File: src/rtl/dsp_sequencer.sv
// rtl/dsp_sequencer.sv - sample-locked DSP program counter sequencer with period measurement
module dsp_sequencer #(
  parameter int PC_WIDTH     = 11,
  parameter int PERIOD_WIDTH = 13,
  parameter int LOCK_COUNT   = 4
) (
  input  logic                    dsp_clk,
  input  logic                    reset_n,
  input  logic                    sample_strobe,
  input  logic                    free_run,
  input  logic [PC_WIDTH:0]       prog_len,
  input  logic                    clear_flags,
  output logic [PC_WIDTH-1:0]     pc,
  output logic                    pc_valid,
  output logic                    frame_start,
  output logic                    locked,
  output logic                    overrun,
  output logic [PERIOD_WIDTH-1:0] period_cycles
);

  localparam int LOCK_W = $clog2(LOCK_COUNT + 1);

  typedef enum logic [1:0] {IDLE, RUN, WAIT} state_t;

  state_t                  state;
  state_t                  state_nxt;
  logic [PC_WIDTH-1:0]     pc_nxt;
  logic [PC_WIDTH:0]       len_shadow;
  logic [PC_WIDTH:0]       len_in;
  logic [PC_WIDTH:0]       last_addr;
  logic                    free_run_q;
  logic                    seen_strobe;
  logic [LOCK_W-1:0]       lock_cnt;
  logic [PERIOD_WIDTH-1:0] period_cnt;
  logic                    period_start;
  logic                    clean_period;
  logic                    short_period;
  logic                    mode_exit;
  logic                    at_last;
  logic                    period_sat;

  // A programmed length of zero runs a one-instruction program.
  assign len_in     = (prog_len == '0) ? {{PC_WIDTH{1'b0}}, 1'b1} : prog_len;
  assign last_addr  = len_shadow - {{PC_WIDTH{1'b0}}, 1'b1};
  assign at_last    = ({1'b0, pc} == last_addr);
  assign period_sat = &period_cnt;
  assign pc_valid   = (state == RUN);
  assign locked     = (lock_cnt == LOCK_W'(LOCK_COUNT));

  // State register.
  always_ff @(posedge dsp_clk or negedge reset_n) begin
    if (!reset_n) begin
      state <= IDLE;
    end else begin
      state <= state_nxt;
    end
  end

  // Next state, next pc and period events; free-run entry/exit override strobe sequencing.
  always_comb begin
    state_nxt    = state;
    pc_nxt       = pc;
    period_start = 1'b0;
    clean_period = 1'b0;
    short_period = 1'b0;
    mode_exit    = 1'b0;
    if (free_run) begin
      state_nxt = RUN;
      if (!free_run_q || at_last) begin
        pc_nxt       = '0;
        period_start = 1'b1;
      end else begin
        pc_nxt = pc + 1'b1;
      end
    end else if (free_run_q) begin
      state_nxt = IDLE;
      pc_nxt    = '0;
      mode_exit = 1'b1;
    end else begin
      case (state)
        IDLE: begin
          if (sample_strobe) begin
            state_nxt    = RUN;
            pc_nxt       = '0;
            period_start = 1'b1;
          end
        end
        RUN: begin
          if (sample_strobe) begin
            pc_nxt       = '0;
            period_start = 1'b1;
            clean_period = at_last;
            short_period = !at_last;
          end else if (at_last) begin
            state_nxt = WAIT;
          end else begin
            pc_nxt = pc + 1'b1;
          end
        end
        WAIT: begin
          if (sample_strobe) begin
            state_nxt    = RUN;
            pc_nxt       = '0;
            period_start = 1'b1;
            clean_period = 1'b1;
          end
        end
        default: begin
          state_nxt = IDLE;
          pc_nxt    = '0;
        end
      endcase
    end
  end

  // Program counter, frame marker and length shadow captured at each period start.
  always_ff @(posedge dsp_clk or negedge reset_n) begin
    if (!reset_n) begin
      pc          <= '0;
      frame_start <= 1'b0;
      len_shadow  <= {{PC_WIDTH{1'b0}}, 1'b1};
      free_run_q  <= 1'b0;
    end else begin
      pc          <= pc_nxt;
      frame_start <= period_start;
      free_run_q  <= free_run;
      if (period_start) begin
        len_shadow <= len_in;
      end
    end
  end

  // Lock qualification: clean periods count up, any disturbance restarts qualification.
  always_ff @(posedge dsp_clk or negedge reset_n) begin
    if (!reset_n) begin
      lock_cnt <= '0;
    end else if (free_run || mode_exit || short_period || (period_sat && !sample_strobe)) begin
      lock_cnt <= '0;
    end else if (clean_period && !locked) begin
      lock_cnt <= lock_cnt + 1'b1;
    end
  end

  // Sticky overrun; a new truncation beats a simultaneous clear.
  always_ff @(posedge dsp_clk or negedge reset_n) begin
    if (!reset_n) begin
      overrun <= 1'b0;
    end else if (short_period) begin
      overrun <= 1'b1;
    end else if (clear_flags) begin
      overrun <= 1'b0;
    end
  end

  // Strobe-to-strobe period measurement; the first strobe only starts the count.
  always_ff @(posedge dsp_clk or negedge reset_n) begin
    if (!reset_n) begin
      period_cnt    <= '0;
      period_cycles <= '0;
      seen_strobe   <= 1'b0;
    end else if (sample_strobe) begin
      period_cnt  <= '0;
      seen_strobe <= 1'b1;
      if (seen_strobe) begin
        period_cycles <= period_sat ? period_cnt : period_cnt + 1'b1;
      end
    end else if (!period_sat) begin
      period_cnt <= period_cnt + 1'b1;
    end
  end

endmodule

File: config.mk
export PLATFORM = sky130hd
export DESIGN_NAME = dsp_sequencer
export DESIGN_NICKNAME = d
export VERILOG_FILES = /design/src/rtl/dsp_sequencer.sv
export SDC_FILE = /design/constraint.sdc
export NUM_CORES = 1
export LEC_CHECK = 0
export CAP_MARGIN = 5
export CORE_MARGIN = 2
export CORE_UTILIZATION = 29
export DETAILED_ROUTE_END_ITERATION = 8
export HOLD_SLACK_MARGIN = 0.06
export PLACE_DENSITY_LB_ADDON = 0.1
export REMOVE_ABC_BUFFERS = 1
export SETUP_SLACK_MARGIN = 0.05
export SYNTH_ARGS = -nofsm -noshare
export SYNTH_HDL_FRONTEND = slang
export SYNTH_SLANG_ARGS = --single-unit
export TNS_END_PERCENT = 20
File: constraint.sdc
create_clock -name dsp_clk -period 7.17 [get_ports dsp_clk]
set_input_delay 1.434 -clock dsp_clk [delete_from_list [all_inputs] [get_ports dsp_clk]]
set_output_delay 1.434 -clock dsp_clk [all_outputs]
set_load 0.05 [all_outputs]
# --- After elaboration in Yosys (flattened, before gate mapping) ---
# Index checks and enable logic that the tools add are counted.
totals:
  regBits: 58
  output_inout_bits: 28
  elab_cells: 77
op_classes:
  add_sub_neg: 4
  n_eq_ne: 8
  n_mux: 35
  n_reduce_logical: 20
ops:
  columns: ["op", "n"]
  rows:
  - ["11-bit two-way mux", 6]
  - ["13-bit two-way mux", 2]
  - ["11-bit one-hot mux with 2 select lines", 1]
  - ["1-bit two-way mux", 16]
  - ["13-bit by 1-bit adder with 13-bit output, second input constant", 1]
  - ["13-bit AND reduction", 1]
  - ["11-bit by 12-bit == test with 1-bit output", 1]
  - ["12-bit zero test", 1]
  - ["12-bit two-way mux", 1]
  - ["12-bit by 1-bit subtractor with 12-bit output, second input constant", 1]
  - ["11-bit by 1-bit adder with 11-bit output, second input constant", 1]
  - ["2-bit two-way mux", 5]
  - ["3-bit two-way mux", 2]
  - ["5-bit != test, second input constant", 1]
  - ["1-bit zero test", 4]
  - ["1-bit logical OR", 4]
  - ["4-bit by 1-bit != test with 1-bit output, second input constant", 1]
  - ["4-bit by 2-bit != test with 1-bit output, second input constant", 1]
  - ["4-bit by 3-bit != test with 1-bit output, second input constant", 1]
  - ["2-bit one-hot mux with 2 select lines", 1]
  - ["2-bit AND reduction", 2]
  - ["2-bit nonzero test", 2]
  - ["3-bit by 1-bit adder with 3-bit output, second input constant", 1]
  - ["3-bit == test, second input constant", 1]
  - ["other kinds (8)", 9]

# --- Depth between registers and ports, before layout ---
logic_depth:
  ltp_word: 10
  mapped_depth: 10
  ltp_nobuf: 9

# --- Worst setup path after synthesis ---
# No wires, ideal clock.
synth_path:
  kind: "reg2reg"
  startpoint: "reg len_shadow[3]"
  endpoint: "reg lock_cnt[2]"
  setup_time_ns: 0.077
  arrival_time_ns: 2.791
  slack_ns: 4.302
  path_stages_with_launch: 9
  cell_sequence: "dfrtp_1 > buf_2 > or4_4 > or3_1 > a21o_1 > a2111oi_4 > a41oi_1 > or4_1 > a21oi_1"
synth_between:
  elab_chain_len: 10
  word_cells_on_any_way: 16
  cone_classes: "add/sub (1); eq/ne (1); mux (9); reduce/logical (5)"
synth_rtl:
  columns: ["element", "line", "rtl"]
  rows:
  - ["start, declared", "28", "logic [PC_WIDTH:0] len_shadow;"]
  - ["start signal, assigned", "121", "len_shadow <= {{PC_WIDTH{1'b0}}, 1'b1};"]
  - ["start signal, assigned", "128", "len_shadow <= len_in;"]
  - ["12-bit by 1-bit subtractor with 12-bit output *", "44", "assign last_addr = len_shadow - {{PC_WIDTH{1'b0}}, 1'b1};"]
  - ["11-bit by 12-bit == test with 1-bit output *", "45", "assign at_last = ({1'b0, pc} == last_addr);"]
  - ["1-bit zero test", "93", "short_period = !at_last;"]
  - ["1-bit two-way mux", "89", "if (sample_strobe) begin"]
  - ["1-bit two-way mux", "80", "case (state)"]
  - ["1-bit two-way mux", "75", "end else if (free_run_q) begin"]
  - ["1-bit two-way mux", "67", "if (free_run) begin"]
  - ["1-bit logical OR (2 in a row)", "137", "end else if (free_run || mode_exit || short_period || (period_sat && !sample_strobe)) begin"]
  - ["3-bit two-way mux or 2-bit nonzero test (tied branches)", null, null]
  - ["end signal, assigned", "140", "lock_cnt <= lock_cnt + 1'b1;"]
  - ["end, declared", "33", "logic [LOCK_W-1:0] lock_cnt;"]
# Mark *: on every way between the ends. The rest lies on a longest branch, timed or not.
# A chain may end at the register's enable or synchronous reset.

# --- Worst setup path after layout ---
layout_path:
  startpoint: "reg state[1]"
  endpoint: "out pc_valid"
layout_between:
  elab_chain_len: 1
layout_rtl:
  columns: ["element", "line", "rtl"]
  rows:
  - ["start, declared", "25", "state_t state;"]
  - ["start signal, assigned", "55", "state <= state_nxt;"]
  - ["2-bit by 1-bit == test with 1-bit output", "47", "assign pc_valid = (state == RUN);"]
  - ["end, declared", "14", "output logic pc_valid,"]
# No other way between the ends.

==> flow_metrics.py <==
metrics = {
    "layout": {
        "layout.cells.non_filler": 526,
        "antennaDiodeCount": 0,
        "syn2layout_area_growth_pct": 24.9,
        "drive_gt1_share_pct": 10.6,
        "nNetsFinal": 408,
        "post-route-util_pct": 36.9,
        "fillerInstances": 1109,
        "final_cell_area_mm2": 0.00398,
    },
    "timing": {
        "fin_crit_ns": 3.49,
        "fin_hold_ws_ns": 0.463,
        "hold_viol": 0,
        "fin_worst_skew_ns": 0.00683,
        "rsz0062_at_grt": "no",
        "worst_pin_slew_ns": 0.928,
        "slew-limit-headroom_pct": 37.9,
        "setup-tns-final_ns": 0,
        "setup-violations-final": 0,
        "period_share_pct": 48.7,
        "drv_slew": 0,
        "clock.fmax_mhz": 286,
    },
    "drt": {
        "drc": 0,
        "vias": 2592,
        "drtIter0Drc": 73,
        "routed_wl_mm": 7.51,
        "vias_per_cell": 4.93,
        "wl_per_cell_um": 14.3,
        "ant_nets": 0,
        "firstDrtPassIters": 4,
    },
    "critical_path": {
        "cp-end-kind": "output pin",
        "worst_ep_required_time_ns": 5.74,
        "critPathKind": "flip-flop to output pin",
        "startpoint_type": "flip-flop",
        "crit_path_max_fanout": 6,
        "crit_arrival_ns": 2.06,
    },
    "clock_tree": {
        "cts-root-buf": "clkbuf_8",
        "cts.sinks": 58,
        "cts_tree": "built",
        "post_cts_buffers": 0,
        "clkTransAtPathRegs_ns": 0.07,
        "clock_path_buffers": 2,
        "cts_made_buffers": 9,
        "ctsResizeCount": 0,
        "htree_levels": 3,
        "cts_hold_buf": 0,
        "clkLatencyLatePin_ns": 0.34,
    },
    "synthesis": {
        "ys_dominant_reg_cell": "dfrtp_1",
        "synth_common_cells": "57 x dfrtp_1, 30 x nand2_1, 28 x o21ai_0",
        "ys_warn_count": 0,
        "seq_area_frac_synth_pct": 45.6,
        "yosys_register_bits": 58,
        "avgSynthCellArea_um2": 9.57,
        "netlist_area_mm2": 0.00319,
        "synth_edf_count": 0,
        "async_flop_share_pct": 100,
        "yosysMostFrequentCell": "dfrtp_1",
        "synth_cells": 333,
        "synth_top_area_share_pct": 44.8,
        "netlist_top_cells_area": "dfrtp_1 45%, o21ai_0 4.4%, ha_1 3.9%",
        "synth_cell_types": 52,
        "synth_top_area_cell": "dfrtp_1",
    },
    "power_and_ir_drop": {
        "peakVddDrop_v": 0.0000666,
        "power_density_mw_per_mm2": 208,
        "leakagePower_uw": 0.00160,
    },
    "grt": {
        "grt_overflow_total": 0,
        "track_usage_pct": 13.8,
        "grt_pass1_vias": 2456,
        "grt_max_degree": 59,
        "grt_pass1_wl_mm": 12.6,
        "grt_antenna_before_repair": 0,
    },
    "die": {
        "dieArea_mm2": 0.0118,
        "rows": 38,
        "start_util_pct": 29.5,
        "ios": 45,
        "die_w_um": 109,
        "die_h_um": 109,
        "core_area_mm2": 0.0108,
    },
    "placed_design": {
        "portBuffers": 44,
        "hpwl_mm": 5.30,
        "gp_congestion": 0.771,
        "dpl.cell_count": 510,
        "placed_cell_area_mm2": 0.00377,
    },
    "run_status": {
        "status": "completed",
    },
    "worst_hold_path": {
        "hold_path.class": "flip-flop to flip-flop",
    },
    "job": {
        "cap_violations": 0,
    },
}
[layer usage]
layer	GRT usage [%]	share of wire [%]	vias up
li1	-	-	1292
met1	20.3	52	1253
met2	19.5	43	38
met3	3.05	3.6	9
met4	5.49	1.7	0
met5	0	0	-
[power by group]
part	leakage, uW	internal, uW	switching (uW)
logic	0.000735	55.6	87.1
clock network	0.000105	178	138
registers	0.000760	345	23.3
[worst paths after layout]
path,cells past startpoint,slack [ns],startpoint,end
max in group asynchronous,2,5.42,reset_n,len_shadow[7]
min in group asynchronous,2,1.25,reset_n,period_cycles[2]
min,1,0.46,seen_strobe,seen_strobe
max reg2reg,7,3.70,len_shadow[3],pc[2]
max,3,3.68,state[1],pc_valid
min reg2reg,1,0.46,seen_strobe,seen_strobe
[logic make-up after synthesis]
family	share of synthesized area, %
multiplexers	5.14
AO/OA/AOI/OAI	16.3
adder cells (fa/ha/maj)	3.93
AND/OR/NAND/NOR	20.1
flip-flops	45.6
XOR/XNOR	5.77
buffers and inverters	3.18
[metrics by stage]
stage          total power (uW)  setup slack (ns)
2_1_floorplan               463              4.29
3_3_place_gp                517              3.50
3_5_place_dp                519              3.44
4_1_cts                     837              3.67
5_1_grt                     871              3.31
6_report                    826              3.68
[cell usage in the layout (no fill, tap or decap), drive strengths merged, types with 2 or more instances in the layout]
cell type	count
nand2	30
nor4	4
or4	2
or3	6
nand4b	3
nor2	27
nand2b	2
clkbuf	11
a21oi	12
clkdlybuf4s50	43
and3	2
o31ai	2
nor2b	8
a21o	2
nand3	24
xnor2	10
xor2	11
a41oi	2
ha	10
o311ai	3
nor3	5
mux2i	4
buf	3
nand4	3
inv	17
clkinv	3
mux2	11
o21ai	28
or2	5
o211ai	9
dfrtp	57
a41o	2
a31oi	4
[final cells by class]
| type | instances | area [um^2] | share of cell area, % |
|---|---|---|---|
| timing repair buffer | 46 | 450 | 11.3 |
| clock buffer | 11 | 151 | 3.81 |
| inverter | 17 | 63.8 | 1.60 |
| sequential | 58 | 1450 | 36.5 |
| multi-input combinational | 249 | 1630 | 41.0 |
| tap | 140 | 175 | 4.40 |
| clock inverter | 5 | 52.6 | 1.32 |
[worst max-delay path, stage by stage (launching register included)]
cell,delay [ns]
dfrtp_1,0.42
inv_1,0.11
ha_1,0.32
clkdlybuf4s50_1,0.86
[sequential cells by signal, summed over array words and instances, names as in the netlist]
name / flops
pc: 11
free_run_q: 1
lock_cnt: 3
period_cycles: 13
frame_start: 1
overrun: 1
seen_strobe: 1
state: 2
period_cnt: 13
len_shadow: 12
(Power assumes the default switching activity.)
